### config.mk
export PLATFORM = sky130hd
export DESIGN_NAME = eth_tx_framer
export DESIGN_NICKNAME = d
export VERILOG_FILES = /design/src/rtl/eth_tx_framer.sv
export SDC_FILE = /design/constraint.sdc
export NUM_CORES = 1
export LEC_CHECK = 0
export BUFFER_PORTS_ARGS = -buffer_cell sky130_fd_sc_hd__buf_4
export CORE_MARGIN = 2
export CORE_UTILIZATION = 30
export CTS_CLUSTER_SIZE = 12
export DETAILED_ROUTE_END_ITERATION = 10
export GPL_TIMING_DRIVEN = 0
export SYNTH_ARGS = -nofsm -noshare
export SYNTH_HDL_FRONTEND = slang
export SYNTH_SLANG_ARGS = --single-unit
### constraint.sdc
create_clock -name clk -period 3.5 [get_ports clk]
set_clock_uncertainty 0.15 [all_clocks]
set_input_delay 0.7 -clock clk [delete_from_list [all_inputs] [get_ports clk]]
set_output_delay 0.7 -clock clk [all_outputs]
set_load 0.05 [all_outputs]
### src/rtl/eth_tx_framer.sv
// Ethernet transmit framer: wraps a payload byte stream with preamble, SFD,
// optional zero padding and CRC-32 FCS, then holds the line idle for the
// inter-frame gap. An upstream underrun aborts the frame with a tx_er cycle.
// All wire outputs are registered: the FSM state names the byte being
// produced for the next cycle, not the byte currently on txd.
module eth_tx_framer #(
   parameter int unsigned IFG_CYCLES  = 12,
   parameter int unsigned MIN_PAYLOAD = 60,
   parameter bit          PAD_EN      = 1'b1
) (
   input  logic       clk,
   input  logic       rst_n,
   input  logic [7:0] s_data,
   input  logic       s_valid,
   input  logic       s_last,
   output logic       s_ready,
   output logic [7:0] txd,
   output logic       tx_en,
   output logic       tx_er,
   output logic       busy
);

   typedef enum logic [2:0] {
      ST_IDLE,
      ST_PREAMBLE,
      ST_SFD,
      ST_PAYLOAD,
      ST_PAD,
      ST_FCS,
      ST_DRAIN,
      ST_IFG
   } state_t;

   localparam logic [7:0]  PREAMBLE_BYTE = 8'h55;
   localparam logic [7:0]  SFD_BYTE      = 8'hD5;
   localparam logic [31:0] CRC_INIT      = 32'hFFFF_FFFF;
   localparam logic [31:0] CRC_POLY_REV  = 32'hEDB8_8320;
   localparam logic [16:0] MIN_LEN       = 17'(MIN_PAYLOAD);
   localparam logic [7:0]  IFG_LAST      = 8'(IFG_CYCLES - 1);
   // The IDLE exit emits the first preamble byte, so PREAMBLE emits the other six.
   localparam logic [7:0]  PRE_LAST      = 8'd6;

   state_t      state_q, state_d;
   logic [7:0]  txd_q, txd_d;
   logic        tx_en_q, tx_en_d;
   logic        tx_er_q, tx_er_d;
   logic [31:0] crc_q, crc_d;
   logic [15:0] byte_cnt_q, byte_cnt_d;
   logic [7:0]  cnt_q, cnt_d;

   logic [15:0] byte_cnt_inc;
   logic [16:0] byte_cnt_next;
   logic [31:0] fcs;

   // One byte step of the reflected IEEE 802.3 CRC-32 (LSB of each byte first).
   function automatic logic [31:0] crc32_byte(input logic [31:0] crc, input logic [7:0] b);
      logic [31:0] c;
      c = crc ^ {24'h0, b};
      for (int i = 0; i < 8; i++) begin
         c = c[0] ? ((c >> 1) ^ CRC_POLY_REV) : (c >> 1);
      end
      return c;
   endfunction

   // Frame byte counter saturates so very long frames never wrap into "short".
   assign byte_cnt_inc  = (byte_cnt_q == 16'hFFFF) ? 16'hFFFF : byte_cnt_q + 16'd1;
   // Unsaturated count including the byte being sent now, used for pad decisions.
   assign byte_cnt_next = {1'b0, byte_cnt_q} + 17'd1;
   assign fcs           = ~crc_q;

   assign txd     = txd_q;
   assign tx_en   = tx_en_q;
   assign tx_er   = tx_er_q;
   assign s_ready = (state_q == ST_PAYLOAD) || (state_q == ST_DRAIN);
   assign busy    = (state_q != ST_IDLE);

   // Next-state and next-output decode; every path defaults to an idle wire.
   always_comb begin
      state_d    = state_q;
      txd_d      = 8'h00;
      tx_en_d    = 1'b0;
      tx_er_d    = 1'b0;
      crc_d      = crc_q;
      byte_cnt_d = byte_cnt_q;
      cnt_d      = cnt_q;

      case (state_q)
         ST_IDLE: begin
            if (s_valid) begin
               txd_d   = PREAMBLE_BYTE;
               tx_en_d = 1'b1;
               cnt_d   = 8'd1;
               state_d = ST_PREAMBLE;
            end
         end

         ST_PREAMBLE: begin
            txd_d   = PREAMBLE_BYTE;
            tx_en_d = 1'b1;
            cnt_d   = cnt_q + 8'd1;
            if (cnt_q == PRE_LAST) begin
               state_d = ST_SFD;
            end
         end

         ST_SFD: begin
            txd_d      = SFD_BYTE;
            tx_en_d    = 1'b1;
            crc_d      = CRC_INIT;
            byte_cnt_d = 16'd0;
            cnt_d      = 8'd0;
            state_d    = ST_PAYLOAD;
         end

         ST_PAYLOAD: begin
            tx_en_d = 1'b1;
            if (s_valid) begin
               txd_d      = s_data;
               crc_d      = crc32_byte(crc_q, s_data);
               byte_cnt_d = byte_cnt_inc;
               if (s_last) begin
                  cnt_d = 8'd0;
                  if (PAD_EN && (byte_cnt_next < MIN_LEN)) begin
                     state_d = ST_PAD;
                  end else begin
                     state_d = ST_FCS;
                  end
               end
            end else begin
               // Underrun: flag the frame bad for one cycle and swallow the rest.
               txd_d   = 8'h00;
               tx_er_d = 1'b1;
               state_d = ST_DRAIN;
            end
         end

         ST_PAD: begin
            txd_d      = 8'h00;
            tx_en_d    = 1'b1;
            crc_d      = crc32_byte(crc_q, 8'h00);
            byte_cnt_d = byte_cnt_inc;
            if (byte_cnt_next >= MIN_LEN) begin
               cnt_d   = 8'd0;
               state_d = ST_FCS;
            end
         end

         ST_FCS: begin
            tx_en_d = 1'b1;
            cnt_d   = cnt_q + 8'd1;
            case (cnt_q[1:0])
               2'd0:    txd_d = fcs[7:0];
               2'd1:    txd_d = fcs[15:8];
               2'd2:    txd_d = fcs[23:16];
               default: txd_d = fcs[31:24];
            endcase
            if (cnt_q[1:0] == 2'd3) begin
               cnt_d   = 8'd0;
               state_d = ST_IFG;
            end
         end

         ST_DRAIN: begin
            if (s_valid && s_last) begin
               cnt_d   = 8'd0;
               state_d = ST_IFG;
            end
         end

         ST_IFG: begin
            cnt_d = cnt_q + 8'd1;
            if (cnt_q == IFG_LAST) begin
               cnt_d   = 8'd0;
               state_d = ST_IDLE;
            end
         end

         default: begin
            state_d = ST_IDLE;
         end
      endcase
   end

   // State, wire outputs, CRC and counters; async reset forces a quiet line.
   always_ff @(posedge clk or negedge rst_n) begin
      if (!rst_n) begin
         state_q    <= ST_IDLE;
         txd_q      <= 8'h00;
         tx_en_q    <= 1'b0;
         tx_er_q    <= 1'b0;
         crc_q      <= CRC_INIT;
         byte_cnt_q <= 16'd0;
         cnt_q      <= 8'd0;
      end else begin
         state_q    <= state_d;
         txd_q      <= txd_d;
         tx_en_q    <= tx_en_d;
         tx_er_q    <= tx_er_d;
         crc_q      <= crc_d;
         byte_cnt_q <= byte_cnt_d;
         cnt_q      <= cnt_d;
      end
   end

endmodule

Word level (Yosys, flattened, before mapping)
Index checks and enable logic that the tools add are counted.
- register bits: 69
- latch bits: 0
- memory bits (writable): 0
- memory bits (read-only): 0
- input port bits: 12
- output and inout bits: 12
- logic and storage cells: 109
- memories: 0
- add/sub/neg operators: 3
- multipliers: 0
- divide/modulo/power cells: 0
- $lt $le $gt $ge: 2
- equality and inequality tests: 22
- shift-type cells: 0
- mux-type cells: 47
- bitwise operators: 18
- reductions and logical operators: 10
- operator list (cell ; number):
    32-bit 2-to-1 mux ; 17
    13-bit inverter with 14-bit output ; 16
    32-bit case mux with 3 select lines ; 1
    8-bit 2-to-1 mux ; 8
    8-bit case mux with 8 select lines ; 1
    16-bit case mux with 3 select lines ; 1
    8-bit case mux with 5 select lines ; 1
    16-bit 2-to-1 mux ; 2
    32-bit inverter ; 1
    32-bit by 8-bit bitwise XOR with 32-bit output ; 1
    3-bit 2-to-1 mux ; 8
    3-bit case mux with 8 select lines ; 1
    8-bit case mux with 3 select lines ; 1
    16-bit by 1-bit adder with 17-bit output (second input constant) ; 1
    17-bit by 6-bit >= comparator with 1-bit output (second input constant) ; 1
    17-bit by 6-bit less-than comparator with 1-bit output (second input constant) ; 1
    16-bit by 1-bit adder with 16-bit output (second input constant) ; 1
    16-bit equality test (second input constant) ; 1
    2-bit != test (second input constant) ; 7
    3-bit equality test (second input constant) ; 4
    8-bit by 1-bit adder with 8-bit output (second input constant) ; 1
    8-bit by 3-bit equality test with 1-bit output (second input constant) ; 1
    8-bit by 4-bit equality test with 1-bit output (second input constant) ; 1
    7-bit 2-to-1 mux ; 1
    17 further kinds ; 23

Depth between registers and ports, before layout
Gate-level depths: netlist (run 1).
- depth after elaboration: 19
- gate-level depth with buffers: 8
- depth with buffers taken out: 8

Least setup slack after synthesis (run 1)
Ideal clock, no wire load.
- kind: reg-to-reg
- start point: register byte_cnt_q[0]
- end point: register cnt_q[0]
- library setup time: 126 ps
- data arrival time: 2233 ps
- required time: 3224 ps
- setup slack: 991 ps
- stages on the path, launching flop included: 9
- buffers on the path: 1
- clock period less this slack: 2509 ps
- cell sequence: dfrtp_1 -> ha_1 -> nand3_1 -> or2_0 -> clkbuf_2 -> o31a_1 -> or3_1 -> or3_1 -> o311a_1
- cells in the longest elaborated chain, start to end: 4
- ends and longest elaborated chain (element ; line ; text):
    start, declared ; 48 ; logic [15:0] byte_cnt_q, byte_cnt_d;
    start signal, assigned ; 200 ; byte_cnt_q <= byte_cnt_d;
    16-bit by 1-bit adder with 17-bit output ; 68 ; assign byte_cnt_next = {1'b0, byte_cnt_q} + 17'd1;
    17-bit by 6-bit >= comparator with 1-bit output ; 142 ; if (byte_cnt_next >= MIN_LEN) begin
    2-bit != test (no source line) ; - ;
    5-bit AND reduction (no source line) ; - ;
    end signal, assigned ; 201 ; cnt_q <= cnt_d;
    end, declared ; 49 ; logic [7:0] cnt_q, cnt_d;
No other way between the ends.
A chain may end at the register's enable or synchronous reset.

Worst setup path in the final report (run 1)
- start point: input port s_valid
- end point: register crc_q[27]
- cells in the longest elaborated chain, start to end: 2
- ends and longest elaborated chain (element ; line ; text):
    start, declared ; 14 ; input logic s_valid,
    2-bit != test (no source line) ; - ;
    2-bit AND reduction (no source line) ; - ;
    end signal, assigned ; 199 ; crc_q <= crc_d;
    end, declared ; 47 ; logic [31:0] crc_q, crc_d;
No other way between the ends.

==> results_dict.tcl, run 1 <==
set metrics [dict create \
    yosys_warnings 0 \
    postCtsSetupRepairBufs 0 \
    period_needed_ns 3.207 \
    crit_arrival_ns 3.33 \
    drive_gt1_frac 0.1556 \
    dr.first_iter.drc_count 437 \
    synth_area_leaders "dfrtp_1, dfstp_2, xnor2_1, xor2_1, a21oi_1" \
    synth_cell_type_count 67 \
    min_path_type "input pin to async pin" \
    die_y_microns 138.1 \
    overflow 0 \
    portBuffers 23 \
    clkSlewWorstSetupHoldPaths_ns 0.06 \
    synth_top_flop_cell "dfrtp_1" \
    worst_setup_path_start_kind "input pin" \
    core_area_sq_mm 0.01778 \
    synthCells 623 \
    seq_area_frac_synth 0.3277 \
    ant_nets 0 \
    die_x_microns 138.1 \
    antenna_found_initial 0 \
    finalCritPeriodShare 0.9164 \
    ff_latch_area_sq_mm 0.001767 \
    cts_tree "yes" \
    fin_hold_ws_ns 0.3438 \
    ctsLongestPathBuffers 2 \
    dieArea_sq_mm 0.01906 \
    fin_tns_setup_ns 0 \
    cp_max_fo 10 \
    final_net_count 676 \
    reg2reg_from "state_q[1]" \
    stdcell_count 891 \
    ios 24 \
    synth_top_area_share 0.1717 \
    reg2reg_to "crc_q[18]" \
    h-tree-depth 3 \
    syn2layout_area_growth_pct 15.15 \
    viasPerCell 5.389 \
    synth_edf_count 0 \
    wirelength_microns 16210 \
    fill_cells 1842 \
    grt_pass1_wl_microns 26410 \
    maxCapViolations 0 \
    relSlewSlack 0.3870 \
    clkLatencyLatePin_ns 0.34 \
    dp_hpwl_microns 11050 \
    drt_first_pass_iters 7 \
    grt_use_total 0.1732 \
    num_vias 4802 \
    grt_pass1_vias 4572 \
    place_congestion 0.8763 \
    p_leak_nw 2.352 \
    reg2reg_setup_slack_ns 0.35 \
    path_class "input pin to register" \
    ir_drop_mv 0.6829 \
    clock.fmax_mhz 311.8 \
    hold_viol 0 \
    finalSetupViolCount 0 \
    powerDensity_mw_per_mm2 1166 \
    synth_largest_area_cell "dfrtp_1" \
    ctsHoldBuffers 0 \
    status "completed" \
    antenna_cells 0 \
    grt_max_degree 70 \
    syn_avg_cell_area_sq_um 8.654 \
    cts_buffers 9 \
    multiInputGateArea_sq_mm 0.003391 \
    syn-num-nets 642 \
    crit_path_end_kind "register" \
    drc 0 \
    ys_seq_elements 69 \
    tightest_slew_ns 0.9195 \
    cp_data_required_time_ns 3.62 \
    routedWlPerCell_microns 18.20 \
    rsz0062_at_grt "false" \
    slew_viol_final 0 \
    initial_core_util 0.3032 \
    dp_cells 875 \
    fp-row-count 49 \
    syn-cell-area_sq_mm 0.005391 \
    reg2reg_depth 7 \
    synthArstFlopShare 1.000 \
    clock-root-buffer "clkbuf_16" \
    cts.repair.resized 0 \
    clock-sinks 69 \
]
power by group:
part / internal [W] / switching (W) / leakage (nW)
registers: 0.00117 / 0.000221 / 0.831
logic: 0.00193 / 0.00285 / 1.34
clock network: 0.000701 / 0.000368 / 0.177
flip-flops by register name (all words and copies together), names as in the netlist:
signal      cells
state_q         3
tx_er           1
crc_q          32
cnt_q           8
txd             8
byte_cnt_q     16
tx_en           1
worst max-delay path by stage:
stage                  start        end  slack [ns]
6_report             s_valid  crc_q[27]        0.29
4_1_cts              s_valid  crc_q[27]        0.40
5_1_grt           state_q[1]  crc_q[18]        0.28
2_1_floorplan  byte_cnt_q[0]   cnt_q[0]        0.99
3_3_place_gp         s_valid  crc_q[22]        0.06
3_5_place_dp         s_valid  crc_q[22]        0.06
synth_stat cells, drive strengths merged, types with 2 or more instances:
cell type / n
clkbuf: 26
o221a: 3
or3: 6
nor3b: 4
a21o: 2
or2: 3
o31ai: 9
nand2b: 4
dfrtp: 37
buf: 13
xor2: 35
nand3: 14
o311a: 2
o2111ai: 2
a221oi: 7
o21a: 10
nor2b: 15
nor2: 60
o311ai: 4
inv: 17
o22ai: 16
xnor3: 3
nand4: 5
dfstp: 32
a21oi: 52
ha: 7
o31a: 3
and2: 3
and3: 5
nor4: 4
xnor2: 91
nand2: 44
a22oi: 2
a221o: 2
nor3: 8
or4: 2
o21ai: 44
o221ai: 7
a22o: 2
a31oi: 3
a32oi: 4
stage by stage:
| step | area (sq um) | utilization | power, W | worst slack (ns) |
|---|---|---|---|---|
| finish | 6208 | 0.3492 | 0.007237 | 0.2926 |
| global placement | 5851 | 0.3291 | 0.006050 | 0.06395 |
| CTS | 6208 | 0.3492 | 0.007199 | 0.4014 |
| detailed placement | 5851 | 0.3291 | 0.006087 | 0.05631 |
| global route | 6208 | 0.3492 | 0.007741 | 0.2758 |
| floorplan | 5391 | - | 0.005034 | 0.9910 |
critical path, stage by stage:
cell and delay, ns:
buf_4 0.11, clkbuf_1 0.41, nand4b_1 0.55, nand2_1 0.60
clkbuf_1 0.55, o221ai_1 0.25, o21a_1 0.16
kinds of logic (layout without fill, tap and decap cells):
group	after synthesis	in the layout	synth area share
AND/OR/NAND/NOR	180	180	0.1634
buffers and inverters	56	95	0.04340
flip-flops	69	69	0.3277
AO/OA/AOI/OAI	181	181	0.2184
multiplexers	1	1	0.001857
adder cells (fa/ha/maj)	7	7	0.01624
XOR/XNOR	129	129	0.2291
cells in the final DEF (no fill, tap or decap), drive strengths merged, types with 6 or more instances in the layout:
master / Yosys / layout
o22ai: 16 / 16
nand3: 14 / 14
xnor2: 91 / 91
buf: 13 / 36
inv: 17 / 17
xor2: 35 / 35
ha: 7 / 7
clkbuf: 26 / 39
nor2: 60 / 60
or3: 6 / 6
nand2: 44 / 44
o21a: 10 / 10
o31ai: 9 / 9
a221oi: 7 / 7
o21ai: 44 / 44
nor3: 8 / 8
dfrtp: 37 / 37
a21oi: 52 / 52
nor2b: 15 / 15
o221ai: 7 / 7
dfstp: 32 / 32
area by class of cell:
type	count	area share
multi-input combinational	498	0.5462
sequential	69	0.2846
clock buffer	13	0.05058
tap	229	0.04615
timing repair buffer	23	0.02781
buffer	39	0.02741
inverter	17	0.01028
clock inverter	3	0.007054
metal layers:
metal  share of wire  GRT usage  vias up
li1                -          -     2271
met1            0.47     0.2485     2333
met2            0.45     0.2660      168
met3           0.052    0.03395       30
met4           0.021    0.04834        0
met5               0          0        -
Power figures use the tool's default switching activity.
==> inputs of run 2 (changes only) <==
CORE_ASPECT_RATIO = 0.6   (was default)
==> results_dict.tcl, run 2 (same netlist as run 1, synthesis figures left out) <==
set metrics [dict create \
    fin_hold_ws_ns 0.3500 \
    drc 0 \
    clkSlewWorstSetupHoldPaths_ns 0.06 \
    portBuffers 23 \
    netSwitchingPower_w 0.003552 \
    die_y_microns 107.8 \
    dieArea_sq_mm 0.01909 \
    cp_max_fo 10 \
    die_x_microns 177.1 \
    largest_register_ffs 32 \
    place_congestion 0.9530 \
    dpl_cell_area_sq_mm 0.005857 \
    viasPerCell 5.444 \
    final_core_util 0.3542 \
    fin_area_sq_mm 0.006150 \
    crit_arrival_ns 3.52 \
    slew_viol_final 0 \
    grt_use_total 0.1884 \
    fill_cells 1786 \
    fp-row-count 37 \
    antenna_cells 0 \
    min_path_type "input pin to async pin" \
    num_vias 4878 \
    grt_max_degree 70 \
    wirelength_microns 17190 \
    cp_data_required_time_ns 3.62 \
    antenna_found_initial 0 \
    grt_pass1_wl_microns 27050 \
    syn2layout_area_growth_pct 14.06 \
    core_area_sq_mm 0.01736 \
    path_class "input pin to register" \
    worst_slack_ns 0.1061 \
    cts.repair.resized 0 \
    drive_gt1_frac 0.1541 \
    clock-root-buffer "clkbuf_16" \
    ctsHoldBuffers 0 \
    seq_power_share 0.195 \
    powerDensity_mw_per_mm2 1171 \
    initial_core_util 0.3106 \
    rsz0062_at_grt "false" \
    hold_viol 0 \
    ff_latch_area_sq_mm 0.001767 \
    status "completed" \
    ios 24 \
    clkPwrFrac 0.129 \
    netSwitchingFraction 0.4931 \
    p_leak_nw 2.314 \
    cpPeakStageDelay_ns 0.64 \
    cts_tree "yes" \
    top_regs "crc_q x32, byte_cnt_q x16" \
    grt_pass1_vias 4428 \
    cts_buffers 9 \
    multiInputGateArea_sq_mm 0.003391 \
    cp_common_cell "clkbuf_1" \
    ctsLongestPathBuffers 2 \
    h-tree-depth 3 \
    dp_slack_ns -0.1198 \
    ir_drop_mv 0.5795 \
    layout_common_cells "xnor2_1, nor2_1, a21oi_1, nand2_1, o21ai_0" \
    regMostFlops "crc_q" \
    ant_nets 0 \
    crit_path_end_kind "register" \
    drt_first_pass_iters 5 \
    clkLatencyLatePin_ns 0.34 \
    dr.first_iter.drc_count 640 \
    overflow 0 \
    clock.fmax_mhz 294.7 \
    finalCritPeriodShare 0.9697 \
    final_common_cell "xnor2_1" \
    cp_cell_sequence "buf_4 -> clkbuf_1 -> nand4b_1 -> nand2_1 -> clkbuf_1 -> o221ai_1 -> o21a_1" \
    dp_hpwl_microns 12510 \
    tightest_slew_ns 0.9323 \
    dp_cells 880 \
    postCtsSetupRepairBufs 0 \
    routedWlPerCell_microns 19.19 \
    internal-power_w 0.003651 \
    maxCapViolations 0 \
    worst_setup_path_start_kind "input pin" \
    stdcell_count 896 \
    period_needed_ns 3.394 \
    clock-sinks 69 \
    relSlewSlack 0.3740 \
    cpMaxStageDelayCell "clkbuf_1" \
    p_comb_frac 0.675 \
    finalSetupViolCount 0 \
    final_net_count 676 \
]
## run 2: cell count changes in the layout (fill, tap and decap cells not counted)
cell and change:
clkbuf_8 -1, clkbuf_16 -3, clkbuf_1 +1, clkinvlp_4 +2, clkinv_2 +1
## run 2: per-layer routing
metal,vias to the layer above,GRT usage,share of wire
met5,-,0,0
met4,0,0.02952,0.0077
met3,13,0.06532,0.12
met2,263,0.2246,0.35
met1,2333,0.3095,0.52
li1,2269,-,-
## run 2: power by group through the flow
stage	registers (W)	logic, W	clock network, W
2_1_floorplan	0.00149	0.00354	0
3_3_place_gp	0.00141	0.00471	0
3_5_place_dp	0.00141	0.00474	0
4_1_cts	0.00140	0.00477	0.000944
5_1_grt	0.00144	0.00527	0.000976
6_report	0.00141	0.00487	0.000931
## run 2: worst max-delay path, delay by kind of cell
family	cells	cell delay, ns
AO/OA/AOI/OAI	2	0.62
buffers and inverters	3	1.17
AND/OR/NAND/NOR	2	1.02
## run 2: through the flow
stage | TNS [ns] | power, W
after floorplan | 0 | 0.005034
after global placement | -0.2144 | 0.006116
after detailed placement | -0.1198 | 0.006147
after CTS | 0 | 0.007107
after global routing | 0 | 0.007682
final | 0 | 0.007204
## run 2: final cells by class
cell class | count | area share
flip-flops and latches | 69 | 0.2873
well taps | 234 | 0.04761
clock buffers | 10 | 0.03723
multi-input cells | 498 | 0.5514
clock inverters | 6 | 0.01038
plain buffers | 39 | 0.02767
inverters | 17 | 0.01038
repair buffers | 23 | 0.02808
## run 2: final timing paths
kind / from / to / slack, ns / depth (start not counted)
setup / recovery: s_valid / crc_q[27] / 0.11 / 7
hold / removal: rst_n / txd[3] / 0.35 / 1
setup reg to reg: state_q[2] / crc_q[27] / 0.22 / 6
hold reg to reg: crc_q[15] / crc_q[15] / 0.36 / 2
max in group asynchronous: rst_n / byte_cnt_q[0] / 2.26 / 1
min in group clk: crc_q[15] / crc_q[15] / 0.36 / 2
